===== config.mk =====
export PLATFORM = sky130hd
export DESIGN_NAME = fetch_stage
export DESIGN_NICKNAME = d
export VERILOG_FILES = /design/src/rtl/riscv_pkg.sv /design/src/rtl/fetch_skid_buf.sv /design/src/rtl/fetch_stage.sv
export SDC_FILE = /design/constraint.sdc
export NUM_CORES = 1
export LEC_CHECK = 0
export CAP_MARGIN = 25
export CORE_MARGIN = 2
export CORE_UTILIZATION = 42
export CTS_BUF_LIST = sky130_fd_sc_hd__clkbuf_8
export CTS_CLUSTER_DIAMETER = 150
export DETAILED_ROUTE_END_ITERATION = 8
export GPL_ROUTABILITY_DRIVEN = 0
export PLACE_DENSITY = 0.71
export SLEW_MARGIN = 20
export SYNTH_ARGS = -nofsm -noshare
export SYNTH_HDL_FRONTEND = slang
export SYNTH_HIERARCHICAL = 1
export SYNTH_SLANG_ARGS = --single-unit

===== constraint.sdc =====
create_clock -name clk -period 2.2 [get_ports clk]
set_clock_uncertainty 0.05 [all_clocks]
set_input_delay 0.44 -clock clk [delete_from_list [all_inputs] [get_ports clk]]
set_output_delay 0.44 -clock clk [all_outputs]
set_load 0.01 [all_outputs]

===== src/rtl/riscv_pkg.sv =====
// Shared RISC-V front-end definitions: NOP encoding, default reset PC,
// fetch FSM states and the skid-buffer entry layout.
package riscv_pkg;

  localparam logic [31:0] NOP_INSTR        = 32'h0000_0013;
  localparam logic [31:0] DEFAULT_RESET_PC = 32'h0000_0000;
  localparam logic [31:0] PC_STEP          = 32'd4;

  typedef enum logic {
    ST_REQ  = 1'b0,
    ST_HOLD = 1'b1
  } fetch_state_e;

  typedef struct packed {
    logic [31:0] pc;
    logic [31:0] instr;
  } fetch_entry_t;

endpackage


===== src/rtl/fetch_skid_buf.sv =====
// One-entry skid buffer parking a fetched word while decode is stalled.
// Priority: clear > load > drain.
module fetch_skid_buf
  import riscv_pkg::*;
(
  input  logic         clk,
  input  logic         reset,
  input  logic         load,
  input  logic         drain,
  input  logic         clear,
  input  fetch_entry_t data_in,
  output fetch_entry_t data_out,
  output logic         full
);

  fetch_entry_t entry_q, entry_d;
  logic         full_q, full_d;

  always_comb begin
    entry_d = entry_q;
    full_d  = full_q;
    if (clear) begin
      full_d = 1'b0;
    end else if (load) begin
      entry_d = data_in;
      full_d  = 1'b1;
    end else if (drain) begin
      full_d = 1'b0;
    end
  end

  always_ff @(posedge clk) begin
    if (reset) begin
      entry_q <= '0;
      full_q  <= 1'b0;
    end else begin
      entry_q <= entry_d;
      full_q  <= full_d;
    end
  end

  assign data_out = entry_q;
  assign full     = full_q;

endmodule


===== src/rtl/fetch_stage.sv =====
// Instruction fetch stage with IF/ID register, one-entry skid buffer and flush.
// Optional bubble counter enabled by defining FETCH_BUBBLE_CNT_EN.
module fetch_stage
  import riscv_pkg::*;
#(
  parameter logic [31:0] RESET_PC = DEFAULT_RESET_PC
) (
  input  logic        clk,
  input  logic        reset,
  input  logic        stall,
  input  logic        flush,
  input  logic [31:0] redirect_pc,
  output logic        imem_req,
  output logic [31:0] imem_addr,
  input  logic        imem_ready,
  input  logic [31:0] imem_rdata,
  output logic [31:0] PC,
  output logic [31:0] instruction,
  output logic        valid
`ifdef FETCH_BUBBLE_CNT_EN
  ,
  output logic [31:0] bubble_cnt
`endif
);

  fetch_state_e state_q, state_d;
  logic [31:0]  pc_q, pc_d;
  logic         req_q, req_d;
  logic [31:0]  out_pc_q, out_pc_d;
  logic [31:0]  out_instr_q, out_instr_d;
  logic         valid_q, valid_d;

  logic         buf_load, buf_drain, buf_clear, buf_valid;
  fetch_entry_t buf_in, buf_out;
  logic         done;
  logic [1:0]   unused_redirect_lsbs;

  assign unused_redirect_lsbs = redirect_pc[1:0];
  assign done   = req_q & imem_ready;
  assign buf_in = '{pc: pc_q, instr: imem_rdata};

  fetch_skid_buf u_skid (
    .clk      (clk),
    .reset    (reset),
    .load     (buf_load),
    .drain    (buf_drain),
    .clear    (buf_clear),
    .data_in  (buf_in),
    .data_out (buf_out),
    .full     (buf_valid)
  );

  always_comb begin
    state_d     = state_q;
    pc_d        = pc_q;
    out_pc_d    = out_pc_q;
    out_instr_d = out_instr_q;
    valid_d     = valid_q;
    buf_load    = 1'b0;
    buf_drain   = 1'b0;
    buf_clear   = 1'b0;

    if (flush) begin
      // Any word completing this cycle is dropped; pc_q jumps to the target.
      valid_d     = 1'b0;
      out_instr_d = NOP_INSTR;
      buf_clear   = 1'b1;
      pc_d        = {redirect_pc[31:2], 2'b00};
      state_d     = ST_REQ;
    end else begin
      case (state_q)
        ST_REQ: begin
          if (done) begin
            pc_d = pc_q + PC_STEP;
            if (stall) begin
              buf_load = 1'b1;
              state_d  = ST_HOLD;
            end else begin
              out_pc_d    = pc_q;
              out_instr_d = imem_rdata;
              valid_d     = 1'b1;
            end
          end else if (!stall) begin
            valid_d = 1'b0;
          end
        end
        ST_HOLD: begin
          if (!stall) begin
            out_pc_d    = buf_out.pc;
            out_instr_d = buf_out.instr;
            valid_d     = buf_valid;
            buf_drain   = 1'b1;
            state_d     = ST_REQ;
          end
        end
        default: state_d = ST_REQ;
      endcase
    end

    // Request is a flop so stall/flush never reach imem_req combinationally.
    req_d = (state_d == ST_REQ);
  end

  always_ff @(posedge clk) begin
    if (reset) begin
      state_q     <= ST_REQ;
      pc_q        <= RESET_PC;
      req_q       <= 1'b1;
      out_pc_q    <= 32'h0;
      out_instr_q <= NOP_INSTR;
      valid_q     <= 1'b0;
    end else begin
      state_q     <= state_d;
      pc_q        <= pc_d;
      req_q       <= req_d;
      out_pc_q    <= out_pc_d;
      out_instr_q <= out_instr_d;
      valid_q     <= valid_d;
    end
  end

  assign imem_req    = req_q;
  assign imem_addr   = pc_q;
  assign PC          = out_pc_q;
  assign instruction = out_instr_q;
  assign valid       = valid_q;

`ifdef FETCH_BUBBLE_CNT_EN
  logic [31:0] bubble_cnt_q, bubble_cnt_d;

  always_comb begin
    bubble_cnt_d = bubble_cnt_q;
    if (!valid_q && !stall && (bubble_cnt_q != 32'hFFFF_FFFF)) begin
      bubble_cnt_d = bubble_cnt_q + 32'd1;
    end
  end

  always_ff @(posedge clk) begin
    if (reset) begin
      bubble_cnt_q <= 32'h0;
    end else begin
      bubble_cnt_q <= bubble_cnt_d;
    end
  end

  assign bubble_cnt = bubble_cnt_q;
`endif

endmodule

==> out/qor.yml, run 1 <==
status: "finished, violations left"
violations: "DRC"
ys_ff_latch: 162
p_leak_uw: 0.00345
synthTopCellsByArea: "dfxtp_1 42%, nand4bb_1 9.4%, mux2i_1 8.0%, a211oi_1 6.9%, nand2b_1 5.2%"
ys_seq_area_frac: 0.416
hp-class: "in2reg"
cts_setup_buffers: 0
grt_pass1_wl_um: 33600
numCtsBuffers: 17
worst_pin_slew_ns: 0.537
yosysMostFrequentCell: "dfxtp_1"
synth.distinct_cells: 47
antenna_found_initial: 0
slew-limit-headroom: 0.642
synth_common_cells: "162 x dfxtp_1, 86 x nor2_1, 72 x a211oi_1"
rows: 49
cpMaxStageDelayCell: "or4_4"
fin_nets: 1068
vias: 6774
synthArstFlopShare: 0
cp-start-kind: "primary input"
holdWs_ns: 0.183
io_pins: 167
grt_use_total: 0.210
clock_path_buffers: 2
crit_fanout: 12
critPathMaxStageDelay_ns: 0.62
root_buffer: "clkbuf_8"
dieArea_mm2: 0.0196
hpwl_um: 13700
synth_ff_type: "dfxtp_1"
post_drt_wl_per_cell_um: 16.6
syn_inst: 832
portBuffers: 162
grt_max_degree: 123
crit_type: "in2reg"
htreeDepth: 4
yosys_warnings: 6
diodes: 0
core_mm2: 0.0181
arrival_ns: 2.43
cts_tree: "done"
grt_pass1_vias: 6415
drc: 10
fmax_mhz: 472
dieHeight_um: 140
setup_viol: 0
period_share: 0.964
reg2reg_depth: 4
vias_per_cell: 5.47
first_iter_violations: 480
synth_area_leader_cell: "dfxtp_1"
pre_cts_ws_ns: -0.338
wirelength_um: 20500
synth_enable_flop_cells: 0
cts.sinks: 162
route.met2.wl_um: 9350
slew_violations: 0
fillCellCount: 1584
top_layer: "met4"
drive_gt1_frac: 0.109
area_growth_pct: 32.3
synth.top_cell.area_share: 0.416
drv_cap: 0
hold_buffers: 0
hold_viol: 0
clk_latency_ns: 0.46
clkTransAtPathRegs_ns: 0.09
wirelength_met1_um: 9920
holdPathStages: 2
fp.dieW_um: 140
layout_min_cycle_time_ns: 2.12
required_ns: 2.51
end_kind: "flop"
peakVddDrop_v: 0.000386
postRouteAntennaNets: 0
cellPowerDensity_mw_per_mm2: 633
synthesis.area_mm2: 0.00779
start_util: 0.431
rsz0062_at_grt: "no"
crit_chain: "clkdlybuf4s50_1 > nand3b_4 > or4_4 > or4_1 > a311oi_1"
syn_avg_cell_area_um2: 9.36
setup_ws_ns: 0.0795
gr-total-overflow: 0
met3_length_um: 885
drtPass1Iterations: 7
layer usage:
layer,vias to the layer above,track usage
li1,3384,-
met1,3200,0.294
met2,163,0.329
met3,27,0.0356
met4,0,0.0691
met5,-,0
sequential cells by signal, indices dropped and copies added (netlist names):
register and count:
valid 1, state_q 1, u_skid/full 1, instruction 32, imem_addr 30, u_skid/data_out 64
PC 32, imem_req 1
what timing repair did:
item | in CTS | in global routing
pin swaps | 0 | 0
gates resized for setup | 1 | 1
endpoints found under the setup margin | 1 | 1
critical path, delay by kind of cell:
kind	cells	cell delay, ns
and+or+nand+nor	3	1.14
buffers and inverters	1	0.54
AOI/OAI and AO/OA	1	0.30
placed cells by master (no fill, tap or decap), types with 25 or more instances in the layout:
cell,instances
buf_4,56
nand4bb_1,65
a211oi_1,72
nand2b_1,65
clkdlybuf4s50_1,160
dfxtp_1,161
nand2_1,25
o21ai_1,64
mux2i_1,62
nor2_1,85
area by class of cell:
cell class                 count  area [um2]  share of cell area
inverter                      13        48.8             0.00474
multi-input combinational    577        4070               0.395
clock buffer                  20         275              0.0267
tap                          229         287              0.0278
sequential                   162        3250               0.315
clock inverter                11         160              0.0155
timing repair buffer         227        2220               0.215
stage by stage:
stage / power, uW / utilization / TNS (ns) / std cells / cell area [um2]
2_1_floorplan: 3680 / - / 0 / 835 / 7800
3_3_place_gp: 4160 / 0.545 / -2.12 / 1208 / 9860
3_5_place_dp: 4170 / 0.545 / -4.85 / 1208 / 9860
4_1_cts: 6580 / 0.569 / 0 / 1239 / 10300
5_1_grt: 6800 / 0.570 / 0 / 1239 / 10300
6_report: 6520 / 0.570 / 0 / 1239 / 10300
logic make-up (layout without fill, tap and decap cells):
| logic type | after synthesis | count (layout) | synth area share |
|---|---|---|---|
| compound gates | 180 | 180 | 0.153 |
| xor+xnor | 12 | 12 | 0.0135 |
| fa+ha+maj | 1 | 1 | 0.00161 |
| buf+inv | 96 | 271 | 0.0670 |
| flops | 162 | 162 | 0.416 |
| mux | 62 | 62 | 0.0797 |
| other cells | 1 | 4 | 0.000482 |
| simple gates | 318 | 318 | 0.268 |
final timing paths:
check                                                 startpoint                          endpoint  slack, ns
worst max register to register         imem_addr[5]$_SDFFE_PP0P_        imem_addr[21]$_SDFFE_PP0P_       0.12
worst min-delay path                                       reset               PC[27]$_SDFFE_PP0P_       0.18
worst min register to register  u_skid/data_out[33]$_SDFFE_PP0P_  u_skid/data_out[33]$_SDFFE_PP0P_       0.42
worst max-delay path                                  imem_ready        imem_addr[21]$_SDFFE_PP0P_       0.08
power breakdown:
group | internal [uW] | switching, uW | total (uW)
Sequential | 3040 | 77.9 | 3120
Combinational | 525 | 463 | 988
Clock | 1310 | 1100 | 2410
Total | 4880 | 1640 | 6520
Power figures use the tool's default switching activity.
==> inputs of run 2 (changes only) <==
Settings changed: TNS_END_PERCENT from default to 100.
==> results of run 2 <==
Same layout as run 1: the final DEF is identical, and so are final timing and power.
